<file path="src/rtl/arm_pkg.sv">
// Shared ARM pipeline definitions: datapath widths, the NOP encoding and
// the IF/ID pipeline bundle.
package arm_pkg;

    localparam int          WORD_W      = 32;
    localparam int          FETCH_CNT_W = 16;
    localparam logic [31:0] INSTR_NOP   = 32'h0000_0000;

    // Contents of one inter-stage pipeline register slot.
    typedef struct packed {
        logic [WORD_W-1:0] pc;
        logic [WORD_W-1:0] instr;
        logic              valid;
    } if_id_t;

endpackage

</file>
<file path="src/rtl/if_id_reg.sv">
// Generic pipeline register slot with flush (clear to bubble) and enable
// (hold when low). Flush wins over a held enable so a redirect can always
// squash the slot, even during a stall.
module if_id_reg
    import arm_pkg::*;
(
    input  logic   clk,
    input  logic   rst_n,
    input  logic   flush,
    input  logic   en,
    input  if_id_t d,
    output if_id_t q
);

    if_id_t slot_d;
    if_id_t slot_q;

    // Next slot contents: flush > hold > load.
    always_comb begin
        slot_d = slot_q;
        if (flush) begin
            slot_d = '0;
        end else if (en) begin
            slot_d = d;
        end
    end

    // Slot storage, cleared to a bubble on reset.
    always_ff @(posedge clk or negedge rst_n) begin
        if (!rst_n) begin
            slot_q <= '0;
        end else begin
            slot_q <= slot_d;
        end
    end

    assign q = slot_q;

endmodule

</file>
<file path="src/rtl/fetch_stage.sv">
// IF stage: program counter, combinational instruction memory addressing,
// IF/ID register and a saturating count of delivered instructions.
module fetch_stage
    import arm_pkg::*;
#(
    parameter int          IMEM_WORDS = 64,
    parameter logic [31:0] RESET_PC   = 32'h0000_0000
) (
    input  logic                   clk,
    input  logic                   rst_n,
    input  logic                   freeze,
    input  logic                   branch_taken,
    input  logic [WORD_W-1:0]      branch_addr,
    output logic [WORD_W-1:0]      imem_addr,
    input  logic [WORD_W-1:0]      imem_instr,
    output logic [WORD_W-1:0]      pc_out,
    output logic [WORD_W-1:0]      instr_out,
    output logic                   valid_out,
    output logic [FETCH_CNT_W-1:0] fetch_count
);

    localparam logic [WORD_W-1:0] PC_LIMIT = WORD_W'(IMEM_WORDS * 4);

    function automatic logic [FETCH_CNT_W-1:0] sat_inc(input logic [FETCH_CNT_W-1:0] c);
        return (&c) ? c : c + 1'b1;
    endfunction

    logic [WORD_W-1:0]      pc_d, pc_q;
    logic [FETCH_CNT_W-1:0] cnt_d, cnt_q;
    logic [WORD_W-1:0]      pc_plus4;
    logic                   in_range;
    if_id_t                 if_id_d, if_id_q;
    logic                   unused_addr_lsbs;

    assign pc_plus4  = pc_q + 32'd4;
    assign in_range  = (pc_q < PC_LIMIT);
    assign imem_addr = pc_q;

    // Branch bits [1:0] are deliberately discarded to force word alignment.
    assign unused_addr_lsbs = ^branch_addr[1:0];

    // Next PC: redirect beats stall; sequential fetch wraps only when it
    // lands exactly on the limit, so an out-of-range PC keeps climbing.
    always_comb begin
        pc_d = pc_q;
        if (branch_taken) begin
            pc_d = {branch_addr[WORD_W-1:2], 2'b00};
        end else if (!freeze) begin
            pc_d = (pc_plus4 == PC_LIMIT) ? '0 : pc_plus4;
        end
    end

    // Count only real instructions entering ID on an unstalled, unflushed edge.
    always_comb begin
        cnt_d = cnt_q;
        if (!branch_taken && !freeze && in_range) begin
            cnt_d = sat_inc(cnt_q);
        end
    end

    // IF/ID payload: out-of-range fetches become bubbles carrying a NOP.
    always_comb begin
        if_id_d.pc    = pc_plus4;
        if_id_d.instr = in_range ? imem_instr : INSTR_NOP;
        if_id_d.valid = in_range;
    end

    // PC and fetch counter state.
    always_ff @(posedge clk or negedge rst_n) begin
        if (!rst_n) begin
            pc_q  <= RESET_PC;
            cnt_q <= '0;
        end else begin
            pc_q  <= pc_d;
            cnt_q <= cnt_d;
        end
    end

    if_id_reg u_if_id (
        .clk   (clk),
        .rst_n (rst_n),
        .flush (branch_taken),
        .en    (!freeze),
        .d     (if_id_d),
        .q     (if_id_q)
    );

    assign pc_out      = if_id_q.pc;
    assign instr_out   = if_id_q.instr;
    assign valid_out   = if_id_q.valid;
    assign fetch_count = cnt_q;

endmodule

</file>
<file path="config.mk">
export PLATFORM = sky130hd
export DESIGN_NAME = fetch_stage
export DESIGN_NICKNAME = d
export VERILOG_FILES = /design/src/rtl/arm_pkg.sv /design/src/rtl/if_id_reg.sv /design/src/rtl/fetch_stage.sv
export SDC_FILE = /design/constraint.sdc
export NUM_CORES = 1
export LEC_CHECK = 0
export ABC_AREA = 1
export BUFFER_PORTS_ARGS = -buffer_cell sky130_fd_sc_hd__buf_2
export CAP_MARGIN = 40
export CORE_ASPECT_RATIO = 0.75
export CORE_MARGIN = 4
export CORE_UTILIZATION = 55
export DETAILED_ROUTE_END_ITERATION = 12
export PLACE_DENSITY = 0.9
export SETUP_SLACK_MARGIN = 0.2
export SYNTH_ARGS = -nofsm -noshare
export SYNTH_HDL_FRONTEND = slang
export SYNTH_SLANG_ARGS = --single-unit
</file>
<file path="constraint.sdc">
create_clock -name clk -period 4.41 [get_ports clk]
set_input_delay 0.882 -clock clk [delete_from_list [all_inputs] [get_ports clk]]
set_output_delay 0.882 -clock clk [all_outputs]
set_load 0.005 [all_outputs]
</file>
; After elaboration in Yosys (flattened, before gate mapping)
; Index checks and enable logic that the tools add are counted.
[word_totals]
ff_bits = 113
input_bits = 68
elab_cells = 23
out_inout_bits = 113
[op_classes]
n_reduce_logical = 6
muxes = 6
n_eq_ne = 2
add_sub_neg = 2
n_bitwise = 1
order_cmp = 1
[ops]
columns = cell, n
row1 = $mux W65, 2
row2 = $mux W32, 4
row3 = $add A32 B3 Y32 const B, 1
row4 = $eq A32 B9 Y1 const B, 1
row5 = $lt A32 B9 Y1 const B, 1
row6 = $add A16 B1 Y16 const B, 1
row7 = $reduce_and A16 Y1, 1
row8 = $logic_and A1 B1 Y1, 2
row9 = $logic_not A1 Y1, 2
row10 = $ne A2 B1 Y1 const B, 1
row11 = $reduce_and A2 Y1, 1
row12 = $not A1 Y1, 1

; Longest topological paths before layout
[depth]
ltp_word = 5
depth_mapped = 14
ltp_nobuf = 14

; Cells and area by module
; From an unflattened synthesis, not the netlist that was laid out.
[hier_totals]
hier_cells = 835
area_unflattened_um2 = 6145.9
[modules_own_cells]
columns = module, area_each_um2, instances, seq_area_each_um2, cells_per_inst
row1 = fetch_stage, 3555.9, 1, 1151.1, 552
row2 = if_id_reg, 2590.0, 1, 1626.6, 283

; Worst setup path after synthesis
; OpenSTA, ideal clock, no wires.
[synth_path]
path_kind = input to register
startpoint = input branch_taken
endpoint = register cnt_q[8] (netlist: fetch_count[8])
path_stages = 8
arrival_ns = 1.996
required_ns = 4.287
slack_ns = 2.291
setup_time_ns = 0.123
path_buffers = 1
cell_sequence = clkbuf_1 nor2_2 inv_2 nor2_4 nand2_2 nor2_2 nand3_1 xor2_1
[synth_between]
elab_chain_len = 4
[synth_rtl]
columns = element, line_no
row1 = "start, declared", fetch_stage.sv:12  ; input logic branch_taken,
row2 = $logic_not A1 Y1, fetch_stage.sv:56  ; if (!branch_taken && !freeze && in_range) begin
row3 = $logic_and A1 B1 Y1 (2 in series), fetch_stage.sv:56
row4 = $reduce_and A2 Y1 (no source line), --
row5 = "end signal, assigned", fetch_stage.sv:75  ; cnt_q <= cnt_d;
row6 = "end, declared", fetch_stage.sv:29  ; logic [FETCH_CNT_W-1:0] cnt_d, cnt_q;
; Every way passes these cells.
; A chain may end at the register's enable or synchronous reset.

; Worst setup path in the final report
; Ends and elaborated chain as after synthesis.

==> qor.yml <==
synth:
  synth_ff_type: "dfrtp_1"
  yosys_warnings: 0
  synth_most_common_cell: "nand2_1"
  yosysTopAreaCell: "dfrtp_1"
  synth.top_cell.area_share: 0.4980
  ys_seq_elements: 110
  synth_commonest_cells: "nand2_1, dfrtp_1, nor2_1"
  syn_inst: 686
  yosysSeqAreaShare: 0.4980
  synth.area.top_cells: "dfrtp_1, nand2_1, a22o_1, nor2_1, o211ai_1"
  async_flop_share: 1.000
  synth_area_per_cell_sq_um: 8.058
  synth_area_sq_mm: 0.005528
  synth_edf_count: 0
  synth.distinct_cells: 30
cts:
  cts_buffers: 9
  clk_latency_ps: 340
  post_cts_buffers: 0
  clockBufferDepth: 2
  post_cts_resized: 0
  cts.htree.levels: 3
  cts_root_buffer: "clkbuf_16"
  numClockSinks: 110
  cts_tree: "built"
  cts.clk_slew.worst_paths_ps: 70
  postCtsHoldBufs: 0
die:
  ioPinCount: 181
  die_width_um: 123.8
  coreArea_sq_mm: 0.009736
  fp.dieH_um: 94.82
  die-area_sq_mm: 0.01173
  row_count: 31
  start_util: 0.5678
place:
  gp_congestion: 0.9492
  preCtsSetupSlack_ps: 1425
  portBuffers: 176
  placedCellCount: 978
  placed_cell_area_sq_mm: 0.006539
  hpwl_mm: 11.52
layout:
  final_cells: 994
  syn_to_final_growth_pct: 23.68
  diodes: 0
  fin_util: 0.7022
  nNetsFinal: 928
  drive_above_1_share: 0.2680
  fin_area_sq_mm: 0.006837
route:
  avgRoutedWirePerCell_um: 15.28
  vias: 5171
  drt_pass1_iterations: 5
  drt_wl_total_mm: 15.19
  drt_iter0_drc: 444
  drcViolationCount: 0
  viasPerCell: 5.202
  ant_nets: 0
power_and_ir_drop:
  combPwrFrac: 0.135
  max-vdd-ir-drop_uv: 238.8
  power_frac_seq: 0.503
  leakagePower_nw: 3.726
  pwr-share-clk: 0.362
  p_switching_mw: 0.6014
  power_density_mw_per_mm2: 324.0
  p_sw_frac: 0.2715
  power.internal_mw: 1.614
sta:
  min_period_ps: 2671
  max_freq_ghz: 0.3744
  tightestPinTransition_ps: 678.2
  timing.final.ws_setup_ps: 1739
  tns_ps: 0
  setup_viol: 0
  final-hold-violation-count: 0
  rsz0062_at_grt: "false"
  final-max-slew-violation-count: 0
  maxSlewHeadroom: 0.5478
  period_share: 0.6057
  skew_ps: 7.211
grt:
  antenna_found_initial: 1
  grt_max_degree: 66
  track_usage: 0.2650
  grt_pass1_vias: 5017
  gr-total-overflow: 0
  grt_pass1_wl_mm: 24.58
critical_path:
  arrival_ps: 2890
  crit_path_start_kind: "input port"
  cp_top_family: "simple AND/OR/NAND/NOR gates"
  critical_path_class: "input port to flop"
  crit_buf_inv: 3
  cp_common_cell: "nor2_2"
  slowest_delay_ps: 320
  path_max_fanout: 32
  worstPathRequired_ps: 4630
  crit_slowest_cell: "buf_2"
  cp-end-kind: "flop"
  path_cells: "buf_2 > nor2_2 > buf_4 > inv_2 > nor2_4 > nand2_2 > nor2_2 > nand3_1 > xor2_1"
job:
  maxCapViolCount: 0
status:
  status: "finished, final reports clean"
worst_hold_path:
  hold_path.class: "input port to async pin"
-- flip-flops by register name, summed over array words and instances (netlist names) --
signal       flops
imem_addr       30
fetch_count     16
u_if_id.q       64
-- power by group through the flow --
stage,Sequential (mW),Combinational (mW),Clock [mW]
detailed placement,1.13,0.299,0
finish,1.11,0.299,0.802
global placement,1.13,0.291,0
floorplan,1.12,0.153,0
CTS,1.11,0.302,0.820
global route,1.12,0.339,0.864
-- metrics by stage --
stage / hold WS (ps) / power, mW
global route: 493.2 / 2.324
CTS: 470.2 / 2.235
detailed placement: 460.5 / 1.431
global placement: 458.7 / 1.422
floorplan: 472.6 / 1.278
finish: 464.6 / 2.215
-- metal layers --
layer / part of all wire / GRT usage / vias to the layer above
li1: - / - / 2555
met1: 0.43 / 0.3621 / 2413
met2: 0.47 / 0.4291 / 190
met3: 0.087 / 0.07665 / 11
met4: 0.0053 / 0.04332 / 2
met5: 0.00046 / 0 / -
-- worst paths after layout --
path / startpoint / to / slack [ps] / depth (start not counted)
setup / recovery: branch_taken / fetch_count[8]$_DFFE_PN0P_ / 1740 / 9
hold / removal: rst_n / u_if_id.q[55]$_DFFE_PN0P_ / 460 / 1
setup reg to reg: imem_addr[2]$_DFFE_PN0P_ / imem_addr[3]$_DFFE_PN0P_ / 2140 / 11
hold reg to reg: u_if_id.q[58]$_DFFE_PN0P_ / u_if_id.q[58]$_DFFE_PN0P_ / 480 / 2
max in group asynchronous: rst_n / u_if_id.q[28]$_DFFE_PN0P_ / 3080 / 2
min in group clk: u_if_id.q[58]$_DFFE_PN0P_ / u_if_id.q[58]$_DFFE_PN0P_ / 480 / 2
-- placed cells by master (no fill, tap or decap), types with 9 or more instances in the layout --
cell type	netlist	layout
o211ai_1	26	26
inv_1	49	49
o21ai_0	10	10
nand3_1	35	35
buf_2	3	175
nor2_2	10	10
nand2_1	261	261
a22o_1	33	33
clkbuf_16	0	9
nor3_1	9	9
xor2_1	10	10
nor2_1	60	59
dfrtp_1	110	110
-- cells by family (layout without fill, tap and decap cells) --
kind of cell	count (synthesis)	in the layout	synth area share
AO/OA/AOI/OAI	76	76	0.1030
XOR/XNOR	18	18	0.02852
adder cells (fa/ha/maj)	3	3	0.006791
buffers and inverters	77	252	0.05500
flip-flops	110	110	0.4980
other	1	2	0.0006784
AND/OR/NAND/NOR	401	401	0.3081
-- cell type report --
cell class	count	area [sq um]
clock inverters	6	68.82
repair buffers	182	935.9
clock buffers	10	229.0
flip-flops and latches	110	2753
fillers	801	2899
well taps	132	165.2
inverters	54	202.7
multi-input cells	500	2482
Power figures use the tool's default switching activity.
